## src/rtl/chan_pkg.sv

```systemverilog
// chan_pkg -- shared definitions for the clocked channel endpoints.
//
// Contents:
//   CHAN_WIDTH_DEFAULT, CHAN_DEPTH_DEFAULT, CHAN_SYNC_DEFAULT
//                 default channel token width, receive FIFO depth and
//                 request synchronizer length
//   hs_state_t    4-phase receive handshake states (IDLE=0, ACKH=1, WAITL=2)
package chan_pkg;

   localparam int CHAN_WIDTH_DEFAULT = 1;
   localparam int CHAN_DEPTH_DEFAULT = 4;
   localparam int CHAN_SYNC_DEFAULT  = 2;

   typedef enum logic [1:0] {
      IDLE  = 2'd0,
      ACKH  = 2'd1,
      WAITL = 2'd2
   } hs_state_t;

endpackage

```

## src/rtl/sync_ff.sv

```systemverilog
// sync_ff -- multi-flop synchronizer for a single asynchronous level signal.
//
// Parameters:
//   STAGES  number of flops in the chain (at least 2)
// Ports:
//   clk     destination clock
//   rst_n   asynchronous active-low reset, clears every stage to 0
//   d       asynchronous input level
//   q       synchronized level, STAGES clock edges behind d
module sync_ff #(
   parameter int STAGES = 2
) (
   input  logic clk,
   input  logic rst_n,
   input  logic d,
   output logic q
);

   logic [STAGES-1:0] ff;

   always_ff @(posedge clk or negedge rst_n) begin
      if (!rst_n) ff <= '0;
      else        ff <= {ff[STAGES-2:0], d};
   end

   assign q = ff[STAGES-1];

endmodule

```

## src/rtl/chan_rx_sync.sv

```systemverilog
// chan_rx_sync -- receive endpoint of a 4-phase bundled-data channel.
// Tokens from an asynchronous sender are captured into a small circular FIFO
// read by a synchronous consumer.
//
// Optional feature: define CHAN_RX_PARITY_EN to add even-parity checking
// (ports in_par and par_err).
//
// Parameters:
//   WIDTH        data bits per token
//   DEPTH        FIFO entries (power of two, >= 2)
//   SYNC_STAGES  synchronizer flops on in_req (>= 2)
// Ports:
//   clk          clock, all state updates on the rising edge
//   reset        asynchronous active-low reset
//   in_req       4-phase request, asynchronous to clk
//   in_data      token data, stable from in_req rise until in_ack rise
//   in_ack       4-phase acknowledge, straight from a flop
//   out_data     head-of-FIFO token (combinational read)
//   out_valid    FIFO non-empty
//   out_ready    consumer accepts the head token
//   level        FIFO occupancy
//   in_par       (CHAN_RX_PARITY_EN) even parity over in_data
//   par_err      (CHAN_RX_PARITY_EN) sticky parity error flag
//   dbg_state    current handshake FSM state
//
// Handshakes: on the consumer side a token transfers on every rising edge
// where out_valid and out_ready are both high; out_valid does not depend on
// out_ready. On the sender side one full req-up/ack-up/req-down/ack-down
// cycle delivers exactly one token, pushed on the edge that raises in_ack.
module chan_rx_sync
   import chan_pkg::*;
#(
   parameter int WIDTH       = CHAN_WIDTH_DEFAULT,
   parameter int DEPTH       = CHAN_DEPTH_DEFAULT,
   parameter int SYNC_STAGES = CHAN_SYNC_DEFAULT
) (
   input  logic                     clk,
   input  logic                     reset,
   input  logic                     in_req,
   input  logic [WIDTH-1:0]         in_data,
   output logic                     in_ack,
   output logic [WIDTH-1:0]         out_data,
   output logic                     out_valid,
   input  logic                     out_ready,
   output logic [$clog2(DEPTH):0]   level,
`ifdef CHAN_RX_PARITY_EN
   input  logic                     in_par,
   output logic                     par_err,
`endif
   output logic [1:0]               dbg_state
);

   localparam int AW = $clog2(DEPTH);
   localparam logic [AW:0] PTR_ONE = 1;

   logic             req_s;
   hs_state_t        state_q, state_d;
   logic             ack_q, ack_d;
   logic [AW:0]      wr_ptr, rd_ptr;
   logic [WIDTH-1:0] mem [DEPTH];
   logic             full, empty, push, pop;

   // in_req is only ever looked at through this synchronizer.
   sync_ff #(.STAGES(SYNC_STAGES)) u_req_sync (
      .clk   (clk),
      .rst_n (reset),
      .d     (in_req),
      .q     (req_s)
   );

   // Wrap bit differs with equal index -> full; identical pointers -> empty.
   assign full  = (wr_ptr[AW] != rd_ptr[AW]) && (wr_ptr[AW-1:0] == rd_ptr[AW-1:0]);
   assign empty = (wr_ptr == rd_ptr);
   assign push  = (state_q == IDLE) && req_s && !full;
   assign pop   = out_ready && !empty;

   // Handshake FSM: next state and next acknowledge.
   always_comb begin
      state_d = state_q;
      ack_d   = ack_q;
      case (state_q)
         IDLE: begin
            ack_d = 1'b0;
            // A full FIFO simply holds us here; the request stays pending.
            if (push) begin
               state_d = ACKH;
               ack_d   = 1'b1;
            end
         end
         ACKH: begin
            state_d = WAITL;
            ack_d   = 1'b1;
         end
         WAITL: begin
            if (!req_s) begin
               state_d = IDLE;
               ack_d   = 1'b0;
            end
         end
         default: begin
            state_d = IDLE;
            ack_d   = 1'b0;
         end
      endcase
   end

   always_ff @(posedge clk or negedge reset) begin
      if (!reset) begin
         state_q <= IDLE;
         ack_q   <= 1'b0;
      end else begin
         state_q <= state_d;
         ack_q   <= ack_d;
      end
   end

   always_ff @(posedge clk or negedge reset) begin
      if (!reset) begin
         wr_ptr <= '0;
         rd_ptr <= '0;
      end else begin
         if (push) wr_ptr <= wr_ptr + PTR_ONE;
         if (pop)  rd_ptr <= rd_ptr + PTR_ONE;
      end
   end

   // Storage needs no reset: entries are only read once written.
   always_ff @(posedge clk) begin
      if (push) mem[wr_ptr[AW-1:0]] <= in_data;
   end

`ifdef CHAN_RX_PARITY_EN
   logic par_err_q;

   // The token is still stored and acknowledged; the error is only flagged.
   always_ff @(posedge clk or negedge reset) begin
      if (!reset)                           par_err_q <= 1'b0;
      else if (push && ((^in_data) != in_par)) par_err_q <= 1'b1;
   end

   assign par_err = par_err_q;
`endif

   assign in_ack    = ack_q;
   assign out_data  = mem[rd_ptr[AW-1:0]];
   assign out_valid = !empty;
   assign level     = wr_ptr - rd_ptr;
   assign dbg_state = state_q;

endmodule

```

## config.mk

```make
export PLATFORM = sky130hd
export DESIGN_NAME = chan_rx_sync
export DESIGN_NICKNAME = d
export VERILOG_FILES = /design/src/rtl/chan_pkg.sv /design/src/rtl/sync_ff.sv /design/src/rtl/chan_rx_sync.sv
export SDC_FILE = /design/constraint.sdc
export NUM_CORES = 1
export LEC_CHECK = 0
export BUFFER_PORTS_ARGS = -buffer_cell sky130_fd_sc_hd__buf_2
export CORE_MARGIN = 1.5
export CORE_UTILIZATION = 25
export CTS_BUF_LIST = sky130_fd_sc_hd__clkbuf_2 sky130_fd_sc_hd__clkbuf_4 sky130_fd_sc_hd__clkbuf_8
export DETAILED_ROUTE_END_ITERATION = 6
export PLACE_DENSITY = 0.43
export RECOVER_POWER = 100
export SLEW_MARGIN = 20
export SYNTH_ARGS = -nofsm -noshare
export SYNTH_HDL_FRONTEND = slang
export SYNTH_HIERARCHICAL = 1
export SYNTH_SLANG_ARGS = --single-unit
```

## constraint.sdc

```tcl
create_clock -name clk -period 1.95 [get_ports clk]
set_clock_uncertainty 0.1 [all_clocks]
set_input_delay 0.0975 -clock clk [delete_from_list [all_inputs] [get_ports clk]]
set_output_delay 0.0975 -clock clk [all_outputs]
set_load 0.01 [all_outputs]
```

==> results of run 1 <==
area by class of cell:
class | instances | area (um^2) | area share (%)
Sequential cell | 15 | 395 | 41.4
Multi-Input combinational cell | 40 | 355 | 37.2
Timing Repair Buffer | 20 | 114 | 11.9
Tap cell | 33 | 41.3 | 4.32
Clock buffer | 3 | 22.5 | 2.36
Inverter | 6 | 22.5 | 2.36
Clock inverter | 1 | 5.00 | 0.524
report_power, final:
group	switching, uW	internal [uW]	leakage (uW)	total [uW]
sequential	107	440	0.000168	547
clock	112	76.2	0.0000177	188
combinational	525	450	0.000230	976
total	744	967	0.000415	1710
kinds of logic (layout without fill, tap and decap cells):
family	after synthesis	in the layout	share of synthesized area, %
flip-flops	15	15	51.1
AO/OA/AOI/OAI	9	9	7.92
buffers and inverters	6	30	2.91
AND/OR/NAND/NOR	14	14	10.0
multiplexers	4	4	7.59
adder cells (fa/ha/maj)	8	8	13.9
XOR/XNOR	5	5	6.62
registers in the layout, indices dropped and copies added (netlist names):
signal / cells
dbg_state: 2
in_ack: 1
mem: 4
rd_ptr: 3
u_req_sync/ff: 2
wr_ptr: 3
timing repair:
action / 4_1_cts / 5_1_grt
setup endpoints to repair: 1 / 1
setup buffers: 1 / 0
hold buffers: 4 / 0
pin swaps: 0 / 1
gates resized for setup: 0 / 1
hold endpoints to repair: 17 / 0
cell usage in the layout, fill, tap and decap left out, types with 2 or more instances in the layout:
cell type / n
buf_4: 2
a21oi_1: 3
clkbuf_4: 3
o21ai_0: 2
dlygate4sd3_1: 4
xnor2_1: 4
nor2_1: 2
and2_0: 4
nand2_1: 4
inv_1: 6
ha_1: 7
clkbuf_1: 9
dfrtp_1: 11
buf_2: 4
edfxtp_1: 4
through the flow:
stage	instance area [um^2]	util (%)	hold WS, ns
final	956	31.8	0.235
after global routing	956	31.8	0.280
after CTS	973	32.4	0.101
after detailed placement	898	29.9	-0.107
after global placement	898	29.9	-0.112
after floorplan	774	-	-0.298
routing by layer:
layer / global-route usage (%) / vias up
met5: 0 / -
met4: 3.90 / 0
met3: 2.42 / 2
met2: 15.2 / 11
met1: 13.4 / 233
li1: - / 255
final timing paths:
check,start,endpoint,slack (ns),cells after the start
max,wr_ptr[0]$_DFFE_PN0P_,level[1],0.11,5
min,reset,u_req_sync/ff[0]$_DFF_PN0_,0.23,2
max reg2reg,wr_ptr[0]$_DFFE_PN0P_,mem[2]$_DFFE_PP_,0.13,5
min reg2reg,u_req_sync/ff[0]$_DFF_PN0_,u_req_sync/ff[1]$_DFF_PN0_,0.27,0
max in group asynchronous,reset,rd_ptr[0]$_DFFE_PN0P_,1.08,2
min in group clk,u_req_sync/ff[0]$_DFF_PN0_,u_req_sync/ff[1]$_DFF_PN0_,0.27,0
==> results.sh, run 1 <==
export IMPL_fmax_mhz=543
export IMPL_power_leakage_uw=0.000415
export IMPL_drive_gt1_share_pct=21.2
export IMPL_avgViaCountPerCell=4.25
export IMPL_cp_num_buf_inv=3
export IMPL_drt_met1_wl_um=719
export IMPL_num_antenna_cells=0
export IMPL_cts_tree="built"
export IMPL_nets=99
export IMPL_slowest_delay_ns=0.52
export IMPL_netlist_area_leader_share_pct=35.5
export IMPL_ys_seq_area_share_pct=51.1
export IMPL_tightest_slew_ns=0.664
export IMPL_clk_latency_ns=0.29
export IMPL_grt_max_degree=12
export IMPL_dpl_worst_slack_ns=0.149
export IMPL_top_layer="met4"
export IMPL_dp_cells=109
export IMPL_hold_viol=0
export IMPL_synth_edf_count=4
export IMPL_synth_ff_type="dfrtp_1"
export IMPL_report_power_total_uw=1710
export IMPL_min_delay_path_class="in -> async"
export IMPL_yosys_warnings=6
export IMPL_netlist_instances=61
export IMPL_p_per_area_nw_per_um2=1790
export IMPL_setup_tns_ns=0
export IMPL_rsz0062_at_grt="no"
export IMPL_die_area_um2=3440
export IMPL_setup_viol=0
export IMPL_status="finished clean"
export IMPL_arrival_ns=1.64
export IMPL_instances_no_fill=118
export IMPL_drtAntennaViolNets=0
export IMPL_fillCellCount=319
export IMPL_ctsLongestPathBuffers=2
export IMPL_dr_pass1_iters=2
export IMPL_synth_area_leaders="dfrtp_1, edfxtp_1, ha_1, xnor2_1, and2_1"
export IMPL_critical_path_class="reg -> out"
export IMPL_slew_viol_final=0
export IMPL_grt_first_pass_wirelength_um=2490
export IMPL_grt_total_usage_pct=9.89
export IMPL_crit_chain="inv_1 > ha_1 > fa_2 > inv_1 > clkbuf_2"
export IMPL_drc=0
export IMPL_routed_wl_um=1400
export IMPL_hpwl_um=1080
export IMPL_grt_antenna_before_repair=0
export IMPL_synth_seq_cells=15
export IMPL_pin_count=13
export IMPL_rows=20
export IMPL_required_ns=1.75
export IMPL_detail_route_wl_per_cell_um=11.8
export IMPL_max_cap_viol_count=0
export IMPL_synth_area_um2=774
export IMPL_overflow=0
export IMPL_cts_buffers=3
export IMPL_fin_crit_sh_pct=94.4
export IMPL_start_util_pct=25.8
export IMPL_grt_pass1_vias=550
export IMPL_crit_top_cell="inv_1"
export IMPL_cts_root_buf="clkbuf_4"
export IMPL_synth_nets=74
export IMPL_gp_congestion=0.696
export IMPL_avgSynthCellArea_um2=12.7
export IMPL_core_um2=3000
export IMPL_synth_cell_types=25
export IMPL_met3_length_um=58
export IMPL_h_tree_depth=1
export IMPL_ys_top_cells_by_count="dfrtp_1, ha_1, inv_1"
export IMPL_die_y_um=58.7
export IMPL_numClockSinks=15
export IMPL_crit_slowest_cell="fa_2"
export IMPL_met2_length_um=603
export IMPL_layout_setup_ws_ns=0.109
export IMPL_timing_critical_path_fanout_max=4
export IMPL_clk_pin_slew_worst_paths_ns=0.10
export IMPL_drtIter0Drc=5
export IMPL_vias=501
export IMPL_async_reset_ff_share_pct=73.3
export IMPL_synth_top_cell_by_area="dfrtp_1"
export IMPL_post_synth_top_count_cell="dfrtp_1"
export IMPL_io_buffers=12
export IMPL_fin_crit_ns=1.84
export IMPL_crit_family="adder cells"
export IMPL_ir_drop_mv=0.835
export IMPL_die_w_um=58.7
export IMPL_critPathLaunchType="register"
export IMPL_area_growth_pct=23.4
export IMPL_relSlewSlack_pct=55.7
export IMPL_endpoint_kind="primary output"
Note: power is estimated with default switching activity, not from simulation.
==> run 2: changes to the inputs <==
--- a/config.mk
+++ b/config.mk
@@ -5,7 +5,8 @@
 export SDC_FILE = /design/constraint.sdc
 export NUM_CORES = 1
 export LEC_CHECK = 0
-export BUFFER_PORTS_ARGS = -buffer_cell sky130_fd_sc_hd__buf_2
+export ABC_AREA = 1
+export BUFFER_PORTS_ARGS = -buffer_cell sky130_fd_sc_hd__buf_4
 export CORE_MARGIN = 1.5
 export CORE_UTILIZATION = 25
 export CTS_BUF_LIST = sky130_fd_sc_hd__clkbuf_2 sky130_fd_sc_hd__clkbuf_4 sky130_fd_sc_hd__clkbuf_8
==> run 2 against run 1 <==
  * Cell area grew 3.1%
  * Core utilization grew 0.46 points
  * Total power shrank 8.9%
  * Global-route usage shrank 0.16 points
  * Non-clock buffer count shrank 2
  * Clock power grew 3%
  * Combinational power shrank 15%
  * Clock-buffer cell count grew 1
  * Register-to-register slack gained 0.06 ns
  * Wire length grew 6.6%
  * Highest routed layer unchanged
==> results.sh, run 2 <==
export IMPL_status="finished clean"
export IMPL_power_leakage_uw=0.000496
export IMPL_start_util_pct=26.4
export IMPL_num_antenna_cells=0
export IMPL_fin_crit_ns=1.85
export IMPL_pin_count=13
export IMPL_netlist_instances=84
export IMPL_timing_critical_path_fanout_max=6
export IMPL_slowest_delay_ns=0.46
export IMPL_largest_reg_flops=4
export IMPL_max_cap_viol_count=0
export IMPL_slew_viol_final=0
export IMPL_cts_root_buf="clkbuf_4"
export IMPL_tightest_slew_ns=0.636
export IMPL_min_delay_path_class="in -> async"
export IMPL_ir_drop_mv=0.500
export IMPL_synth_edf_count=4
export IMPL_endpoint_kind="primary output"
export IMPL_holdWs_ns=0.243
export IMPL_dp_cells=141
export IMPL_die_y_um=59.7
export IMPL_fin_crit_sh_pct=94.8
export IMPL_cts_tree="built"
export IMPL_p_per_area_nw_per_um2=1580
export IMPL_grt_total_usage_pct=9.73
export IMPL_detail_route_wl_per_cell_um=9.93
export IMPL_synth_nets=97
export IMPL_final_cell_mix="nand2_1, inv_1, dfrtp_1"
export IMPL_synth_top_cell_by_area="dfrtp_1"
export IMPL_avgViaCountPerCell=3.96
export IMPL_ys_seq_area_share_pct=49.1
export IMPL_yosys_warnings=6
export IMPL_ctsLongestPathBuffers=2
export IMPL_crit_chain="ha_1 > fa_1 > xor2_1 > buf_4"
export IMPL_routed_wl_um=1490
export IMPL_synth_seq_cells=15
export IMPL_die_w_um=59.7
export IMPL_nets=120
export IMPL_area_growth_pct=22.6
export IMPL_critPathLaunchType="register"
export IMPL_cts_buffers=3
export IMPL_drtIter0Drc=13
export IMPL_r2r_start="wr_ptr[0]$_DFFE_PN0P_"
export IMPL_post_synth_top_count_cell="nand2_1"
export IMPL_netlist_area_leader_share_pct=34.2
export IMPL_vias=594
export IMPL_grt_first_pass_wirelength_um=2520
export IMPL_rsz0062_at_grt="no"
export IMPL_crit_family="adder cells"
export IMPL_post_route_util_pct=32.3
export IMPL_synth_area_um2=805
export IMPL_r2r_slack_ns=0.19
export IMPL_drtAntennaViolNets=0
export IMPL_drive_gt1_share_pct=11.3
export IMPL_cp_num_buf_inv=1
export IMPL_hold_viol=0
export IMPL_synth_ff_type="dfrtp_1"
export IMPL_async_reset_ff_share_pct=73.3
export IMPL_synth_area_leaders="dfrtp_1, edfxtp_1, ha_1, nand2_1, inv_1"
export IMPL_grt_antenna_before_repair=0
export IMPL_mostFrequentLayoutCell="nand2_1"
export IMPL_cts_resized=0
export IMPL_fmax_mhz=541
export IMPL_h_tree_depth=1
export IMPL_critical_path_class="reg -> out"
export IMPL_core_um2=3050
export IMPL_numClockSinks=15
export IMPL_relSlewSlack_pct=57.6
export IMPL_hpwl_um=1120
export IMPL_crit_slowest_cell="dfrtp_1"
export IMPL_clk_pin_slew_worst_paths_ns=0.09
export IMPL_required_ns=1.75
export IMPL_clk_latency_ns=0.28
export IMPL_grt_max_degree=12
export IMPL_gp_congestion=0.737
export IMPL_io_buffers=12
export IMPL_setup_tns_ns=0
export IMPL_grt_pass1_vias=606
export IMPL_avgSynthCellArea_um2=9.58
export IMPL_dr_pass1_iters=4
export IMPL_instances_no_fill=150
export IMPL_overflow=0
export IMPL_synth_cell_types=17
export IMPL_ys_top_cells_by_count="nand2_1, inv_1, dfrtp_1, nand3_1, ha_1"
export IMPL_die_area_um2=3570
export IMPL_setup_viol=0
export IMPL_drc=0
export IMPL_arrival_ns=1.65
export IMPL_worstReg2RegEnd="mem[0]$_DFFE_PP_"
export IMPL_rows=20
export IMPL_reg2reg_depth=7
[run 2: cell type report]
cell class,instances,area [um^2]
Clock buffer,4,30.0
Fill cell,355,2070
Inverter,15,56.3
Multi-Input combinational cell,54,338
Sequential cell,15,395
Tap cell,44,55.1
Timing Repair Buffer,18,111
[run 2: cell families (layout without fill, tap and decap cells)]
group                    Yosys count  after routing  synth area share [%]
AND/OR/NAND/NOR                   40             40                  25.2
flip-flops                        15             15                  49.1
buffers and inverters             15             37                  7.00
adder cells (fa/ha/maj)            8              8                  13.4
AO/OA/AOI/OAI                      3              3                  2.02
XOR/XNOR                           3              3                  3.27
[run 2: worst reg2reg max path, stage by stage, from the launching register on]
cell and delay [ns]:
dfrtp_1 0.40, inv_1 0.13, ha_1 0.26, nand2_1 0.07, inv_1 0.05, nand3_2 0.09, nand2_1 0.19, nor2_1 0.19
[run 2: how the worst max path moves through the flow]
stage / endpoint / startpoint / slack (ns) / cells past startpoint
after global placement: mem[3]$_DFFE_PP_ / wr_ptr[0]$_DFFE_PN0P_ / 0.30 / 7
after detailed placement: mem[0]$_DFFE_PP_ / wr_ptr[0]$_DFFE_PN0P_ / 0.26 / 7
after global routing: level[2] / rd_ptr[0]$_DFFE_PN0P_ / 0.02 / 4
after floorplan: mem[0]$_DFFE_PP_ / wr_ptr[0]$_DFFE_PN0P_ / 0.40 / 7
final: level[2] / rd_ptr[0]$_DFFE_PN0P_ / 0.10 / 4
after CTS: level[2] / wr_ptr[0]$_DFFE_PN0P_ / 0.04 / 5
[run 2: per-stage QoR]
stage | total power, uW | cell area [um^2] | worst slack, ns
floorplan | 1120 | 805 | 0.398
global placement | 1490 | 957 | 0.298
detailed placement | 1490 | 957 | 0.258
CTS | 1700 | 1030 | 0.0369
global route | 1730 | 986 | 0.0172
finish | 1560 | 986 | 0.102
[run 2: timing repair]
action                                  4_1_cts  5_1_grt
endpoints found under the setup margin        0        2
endpoints found under the hold margin        19        0
hold buffers                                  4        0
setup buffers                                 0        1
[run 2: routing by layer]
metal | up-vias | routed length (um) | GRT usage [%]
met3 | 4 | 65 | 2.60
met5 | - | 0 | 0
met2 | 12 | 696 | 15.7
li1 | 307 | - | -
met1 | 271 | 705 | 12.0
met4 | 0 | 23 | 4.76
[run 2: where the power goes]
group / leakage (uW) / total (uW) / internal (uW) / switching [uW]
clock: 0.0000184 / 193 / 93.3 / 99.4
sequential: 0.000172 / 534 / 429 / 104
combinational: 0.000305 / 832 / 337 / 496
total: 0.000496 / 1560 / 859 / 699
